**config.mk**
```make
export PLATFORM = sky130hd
export DESIGN_NAME = mac_accumulator_flat
export DESIGN_NICKNAME = d
export VERILOG_FILES = /design/src/rtl/mac_pkg.sv /design/src/rtl/mac_accumulator_if.sv /design/src/rtl/shift_add_mul.sv /design/src/rtl/mac_accumulator.sv /design/src/flat_wrapper.sv
export SDC_FILE = /design/constraint.sdc
export NUM_CORES = 1
export LEC_CHECK = 0
export CORE_MARGIN = 2
export CORE_UTILIZATION = 30
export CTS_CLUSTER_SIZE = 12
export DETAILED_ROUTE_END_ITERATION = 12
export DONT_BUFFER_PORTS = 1
export PLACE_DENSITY_LB_ADDON = 0.15
export SKIP_CTS_REPAIR_TIMING = 1
export SYNTH_ARGS = -nofsm -noshare
export SYNTH_HDL_FRONTEND = slang
export SYNTH_SLANG_ARGS = --single-unit
```
**constraint.sdc**
```tcl
create_clock -name clk -period 2.27 [get_ports clk]
set_clock_uncertainty 0.1 [all_clocks]
set_input_delay 0.454 -clock clk [delete_from_list [all_inputs] [get_ports clk]]
set_output_delay 0.454 -clock clk [all_outputs]
set_load 0.05 [all_outputs]
```
**src/rtl/mac_pkg.sv**
```systemverilog
// Shared types and defaults for the sequential multiply-accumulate slice.
package mac_pkg;

  typedef enum logic [1:0] {
    IDLE = 2'd0,
    MUL  = 2'd1,
    ACC  = 2'd2,
    OUT  = 2'd3
  } state_t;

  localparam int N_DEF     = 4;
  localparam int ACC_W_DEF = 12;
  localparam int TERMS_DEF = 4;

  // Bits needed to hold values 0..v-1 (0 for v<=1; callers clamp to 1).
  function automatic int clog2(input int v);
    int r;
    r = 0;
    while ((1 << r) < v) r++;
    return r;
  endfunction

endpackage

```
**src/rtl/mac_accumulator_if.sv**
```systemverilog
// Operand-in / result-out handshake bundle for mac_accumulator.
interface mac_accumulator_if #(
  parameter int N     = 4,
  parameter int ACC_W = 12
);
  logic             in_valid;
  logic             in_ready;
  logic [N-1:0]     x;
  logic [N-1:0]     y;
  logic             out_valid;
  logic             out_ready;
  logic [ACC_W-1:0] acc_out;
  logic             ovf;

  modport master (
    output in_valid, x, y, out_ready,
    input  in_ready, out_valid, acc_out, ovf
  );

  modport slave (
    input  in_valid, x, y, out_ready,
    output in_ready, out_valid, acc_out, ovf
  );
endinterface

```
**src/rtl/shift_add_mul.sv**
```systemverilog
// Unsigned N x N multiplier, one partial product per clock, fixed N-cycle latency.
module shift_add_mul
  import mac_pkg::*;
#(
  parameter int N = N_DEF
) (
  input  logic           clk,
  input  logic           rst,
  input  logic           start,
  input  logic [N-1:0]   x,
  input  logic [N-1:0]   y,
  output logic           busy,
  output logic           done,
  output logic [2*N-1:0] product
);

  localparam int BW = (clog2(N) > 0) ? clog2(N) : 1;
  localparam logic [BW-1:0] LAST_BIT = BW'(N - 1);

  logic [2*N-1:0] mcand;
  logic [N-1:0]   mplier;
  logic [BW-1:0]  bitcnt;

  // No early exit on a zero multiplier so the latency is always exactly N.
  always_ff @(posedge clk) begin
    if (rst) begin
      busy    <= 1'b0;
      mcand   <= '0;
      mplier  <= '0;
      product <= '0;
      bitcnt  <= '0;
    end else if (busy) begin
      if (mplier[0]) product <= product + mcand;
      mcand  <= mcand << 1;
      mplier <= mplier >> 1;
      bitcnt <= bitcnt + BW'(1);
      if (bitcnt == LAST_BIT) busy <= 1'b0;
    end else if (start) begin
      busy    <= 1'b1;
      mcand   <= {{N{1'b0}}, x};
      mplier  <= y;
      product <= '0;
      bitcnt  <= '0;
    end
  end

  assign done = busy && (bitcnt == LAST_BIT);

endmodule

```
**src/rtl/mac_accumulator.sv**
```systemverilog
// Accumulates TERMS shift-and-add products into one dot product behind valid/ready.
module mac_accumulator
  import mac_pkg::*;
#(
  parameter int N     = N_DEF,
  parameter int ACC_W = ACC_W_DEF,
  parameter int TERMS = TERMS_DEF
) (
  input  logic           clk,
  input  logic           rst,
  mac_accumulator_if.slave bus
);

  if (ACC_W < 2 * N) begin : g_bad_acc_w
    $error("mac_accumulator: ACC_W must be >= 2*N");
  end
  if (TERMS < 1) begin : g_bad_terms
    $error("mac_accumulator: TERMS must be >= 1");
  end

  localparam int TW    = (clog2(TERMS) > 0) ? clog2(TERMS) : 1;
  localparam int SUM_W = ACC_W + 1;
  localparam logic [TW-1:0] LAST_TERM = TW'(TERMS - 1);

  state_t           state, state_nxt;
  logic             start;
  logic             mul_busy;
  logic             mul_done;
  logic [2*N-1:0]   product;
  logic [ACC_W-1:0] acc;
  logic             ovf_r;
  logic [TW-1:0]    term;
  logic [SUM_W-1:0] acc_sum;

  shift_add_mul #(.N(N)) u_mul (
    .clk     (clk),
    .rst     (rst),
    .start   (start),
    .x       (bus.x),
    .y       (bus.y),
    .busy    (mul_busy),
    .done    (mul_done),
    .product (product)
  );

  // Extra top bit captures the carry out of the modulo-2^ACC_W accumulator.
  assign acc_sum = {1'b0, acc} + SUM_W'(product);

  always_comb begin
    state_nxt = state;
    start     = 1'b0;
    case (state)
      IDLE: if (bus.in_valid && !mul_busy) begin
        start     = 1'b1;
        state_nxt = MUL;
      end
      MUL:  if (mul_done) state_nxt = ACC;
      ACC:  state_nxt = (term == LAST_TERM) ? OUT : IDLE;
      OUT:  if (bus.out_ready) state_nxt = IDLE;
      default: state_nxt = IDLE;
    endcase
  end

  always_ff @(posedge clk) begin
    if (rst) begin
      state <= IDLE;
      acc   <= '0;
      ovf_r <= 1'b0;
      term  <= '0;
    end else begin
      state <= state_nxt;
      if (state == ACC) begin
        acc   <= acc_sum[ACC_W-1:0];
        ovf_r <= ovf_r | acc_sum[ACC_W];
        if (term != LAST_TERM) term <= term + TW'(1);
      end else if (state == OUT && bus.out_ready) begin
        acc   <= '0;
        ovf_r <= 1'b0;
        term  <= '0;
      end
    end
  end

  assign bus.in_ready  = (state == IDLE);
  assign bus.out_valid = (state == OUT);
  assign bus.acc_out   = acc;
  assign bus.ovf       = ovf_r;

endmodule
```
**src/flat_wrapper.sv**
```systemverilog
// flat-port wrapper written by rule: the top's interface ports become plain ports
module mac_accumulator_flat import mac_pkg::*;
#(
  parameter int N     = N_DEF,
  parameter int ACC_W = ACC_W_DEF,
  parameter int TERMS = TERMS_DEF
)
  (clk, rst, bus_in_valid, bus_x, bus_y, bus_out_ready, bus_in_ready, bus_out_valid, bus_acc_out, bus_ovf);
  mac_accumulator_if #(.N(N), .ACC_W(ACC_W)) bus_i ();
  input  logic clk;
  input  logic rst;
  input wire logic [$bits(bus_i.in_valid)-1:0] bus_in_valid;
  input wire logic [$bits(bus_i.x)-1:0] bus_x;
  input wire logic [$bits(bus_i.y)-1:0] bus_y;
  input wire logic [$bits(bus_i.out_ready)-1:0] bus_out_ready;
  output wire logic [$bits(bus_i.in_ready)-1:0] bus_in_ready;
  output wire logic [$bits(bus_i.out_valid)-1:0] bus_out_valid;
  output wire logic [$bits(bus_i.acc_out)-1:0] bus_acc_out;
  output wire logic [$bits(bus_i.ovf)-1:0] bus_ovf;
  assign bus_i.in_valid = bus_in_valid;
  assign bus_i.x = bus_x;
  assign bus_i.y = bus_y;
  assign bus_i.out_ready = bus_out_ready;
  assign bus_in_ready = bus_i.in_ready;
  assign bus_out_valid = bus_i.out_valid;
  assign bus_acc_out = bus_i.acc_out;
  assign bus_ovf = bus_i.ovf;
  mac_accumulator #(.N(N), .ACC_W(ACC_W), .TERMS(TERMS)) u_core (.clk(clk), .rst(rst), .bus(bus_i));
endmodule
```
==> metrics.csv <==
stage,metric,value,unit
run_status,status,"complete, no violations",
synth,Netlist cell types,54,
synth,"Primary FF master, synth",dfxtp_1,
timing,Final Max Slew Viols,0,
timing,"Setup violations, final",0,
synth,Syn Area/Cell,8.86,um^2
hold_path,worst hold path stage count,1,
synth,YS warnings,0,
critical_path,startpoint types,register,
critical_path,CP Class,reg2reg,
place,Placer Congestion,0.790,
clocking,Clock Path Buffers,2,
clocking,CTS tree,yes,
critical_path,Worst Path Required,2.36,ns
critical_path,Worst Setup SP,u_core.u_mul.product[0]$_SDFFE_PP0P_,
place,Setup Slack @ Placement,0.167,ns
synth,area share of the largest cell type after synthesis,34.2,%
flow_run,Max Cap Viol,0,
synth,most frequent cell after synthesis,dfxtp_1,
critical_path,Setup crit end kind,register,
synth,Synth area leader,dfxtp_1,
hold_path,Hold Path End,u_core.bus.acc_out[4]$_SDFFE_PP0P_,
grt,global-route wire length before repair,8950,um
critical_path,reg2reg path depth,7,
timing,final hold vios,0,
hold_path,min-delay src,rst,
die,cell row count,32,
die,die width,92.3,um
timing,worst hold-check slack,0.121,ns
critical_path,FF-to-FF End,u_core.bus.ovf$_SDFFE_PP0P_,
cells_and_area,Nets,307,
critical_path,"Data arrival, critical path",2.18,ns
critical_path,Worst R2R Start,u_core.u_mul.product[0]$_SDFFE_PP0P_,
critical_path,r2r setup slk,0.18,ns
detailed_routing,via density per instance,5.04,
die,die area,8520,um^2
synth,Mapped Cells,264,
timing,Worst slew margin,63.0,%
detailed_routing,WL final,5180,um
synth,Synth area leaders,"dfxtp_1, ha_1, a21oi_1, nand2_1, a22oi_1",
clocking,"Clk pin slew, worst setup/hold paths",0.08,ns
clocking,Root Buffer,clkbuf_8,
cells_and_area,ant diodes,0,
power_and_ir_drop,Pleak,1.13,nW
detailed_routing,First DRT Iteration DRCs,43,
timing,final worst path period need,2.09,ns
synth,share of flip-flops with an asynchronous set or reset,0,%
die,die span in y,92.3,um
detailed_routing,total number of vias,1905,
die,# IOs,27,
detailed_routing,DR pass1 iterations,4,
synth,Post-synth top cells,"dfxtp_1, a21oi_1, nand2_1",
timing,setup_tns,0,ns
power_and_ir_drop,VDD IR max,0.329,mV
synth,Syn Std Cell Area,2340,um^2
grt,initial antenna violation count,0,
clocking,Clock Sinks,40,
detailed_routing,wire length per cell,13.7,um
timing,unrepaired setup endpoints after global routing,no,
critical_path,CP max FO,4,
grt,largest net degree at the start of global routing,42,
detailed_routing,Residual DRC,0,
cells_and_area,# fillers,818,
cells_and_area,Area Overhead vs Synth,11.3,%
clocking,clk_lat worst skew,0.29,ns
timing,f_max,0.479,GHz
die,Core ar.,7650,um^2
place,post-DP HPWL,3740,um
die,starting density of the core,30.6,%
detailed_routing,DRT antenna net count,0,
place,port buffer count,0,
grt,total grt overflow,0,
hold_path,Min-Delay Path Class,in2reg,
synth,syn_nets,295,
timing,slew of the pin with the lowest slew margin,0.554,ns
synth,post-synthesis sequential area ratio,34.2,%
synth,number of synthesized flops with an enable pin,0,
grt,GRT Util Overall,12.9,%
timing,Final Worst Setup Slack,0.184,ns
clocking,htree depth,2,
timing,Final Cycle Share,91.9,%
power_and_ir_drop,power per standard cell area,499,nW/um^2
grt,vias in the first global route,1855,
clocking,cts bufs inserted,5,
cells_and_area,fraction of layout cells with a size suffix above 1,13.8,%
synth,#FFs+latches synth,40,
==> power by group <==
| part | total (mW) | leakage, nW | switching, mW | internal [mW] |
|---|---|---|---|---|
| Clock | 0.464 | 0.0410 | 0.254 | 0.209 |
| Sequential | 0.737 | 0.324 | 0.0194 | 0.717 |
| Combinational | 0.0982 | 0.769 | 0.0586 | 0.0396 |
==> layer usage <==
metal,GRT usage [%],routed length [um],vias up
met2,19.9,2130,41
met4,3.61,78,0
li1,-,-,993
met1,17.2,2630,864
met3,4.39,342,7
met5,0,0,-
==> layout make-up <==
cell class	instances	area, um^2	area share, %
repair buffers	17	128	4.90
flip-flops and latches	40	802	30.8
clock buffers	6	72.6	2.79
clock inverters	1	5.00	0.192
multi-input cells	207	1450	55.7
inverters	5	18.8	0.721
well taps	102	128	4.90
==> sequential cells by signal (all words and copies together), names as in the netlist <==
register,cells
u_core.bus.acc_out,12
u_core.bus.ovf,1
u_core.state,2
u_core.term,2
u_core.u_mul.bitcnt,2
u_core.u_mul.busy,1
u_core.u_mul.mcand,8
u_core.u_mul.mplier,4
u_core.u_mul.product,8
==> layout by cell type (no fill, tap or decap), types with 2 or more instances in the layout <==
master and n:
a22oi_1 11, o31ai_1 3, and2_1 2, xnor2_1 3, nand2b_1 2, a21o_1 6
dfxtp_1 39, nor2_1 22, inv_1 5, o211ai_1 3, a31oi_1 3, a21oi_1 32
or2_2 2, nor2b_1 3, nor3b_1 6, nand2_1 23, clkbuf_8 5, a211o_1 3
buf_4 17, fa_1 2, nand3_1 6, nand3b_1 3, nor3_1 6, and3_1 3
nand4_1 3, ha_1 17, a22o_1 2, mux2i_1 7, o21ai_0 4, xor2_1 7
==> per-stage QoR <==
step | total power, mW | util [%] | cell area [um^2] | std cells
6_report | 1.30 | 34.0 | 2600 | 378
5_1_grt | 1.36 | 34.0 | 2600 | 378
4_1_cts | 1.32 | 34.0 | 2600 | 378
3_5_place_dp | 0.852 | 33.0 | 2520 | 371
3_3_place_gp | 0.852 | 33.0 | 2520 | 371
2_1_floorplan | 0.843 | - | 2340 | 264
==> worst max-delay path, stage by stage (launching register included) <==
cell	delay (ns)
dfxtp_1	0.34
ha_1	0.22
fa_1	0.41
a21o_1	0.18
a21o_4	0.24
a21oi_4	0.18
nor3_2	0.07
a32o_1	0.25
==> cells by family after synthesis <==
family,share of synthesized area [%]
AND/OR/NAND/NOR,19.9
AO/OA/AOI/OAI,24.6
flip-flops,34.2
adder cells (fa/ha/maj),10.8
buffers and inverters,3.80
XOR/XNOR,3.75
multiplexers,3.00
==> worst max path at each step <==
stage / depth (start not counted) / endpoint
after CTS: 7 / u_core.bus.acc_out[6]$_SDFFE_PP0P_
after global routing: 7 / u_core.bus.acc_out[6]$_SDFFE_PP0P_
after global placement: 7 / u_core.bus.acc_out[6]$_SDFFE_PP0P_
after floorplan: 7 / u_core.bus.acc_out[6]$_SDFFE_PP0P_
final: 7 / u_core.bus.ovf$_SDFFE_PP0P_
after detailed placement: 7 / u_core.bus.acc_out[6]$_SDFFE_PP0P_
No activity file was read; power rests on OpenSTA's default activity.
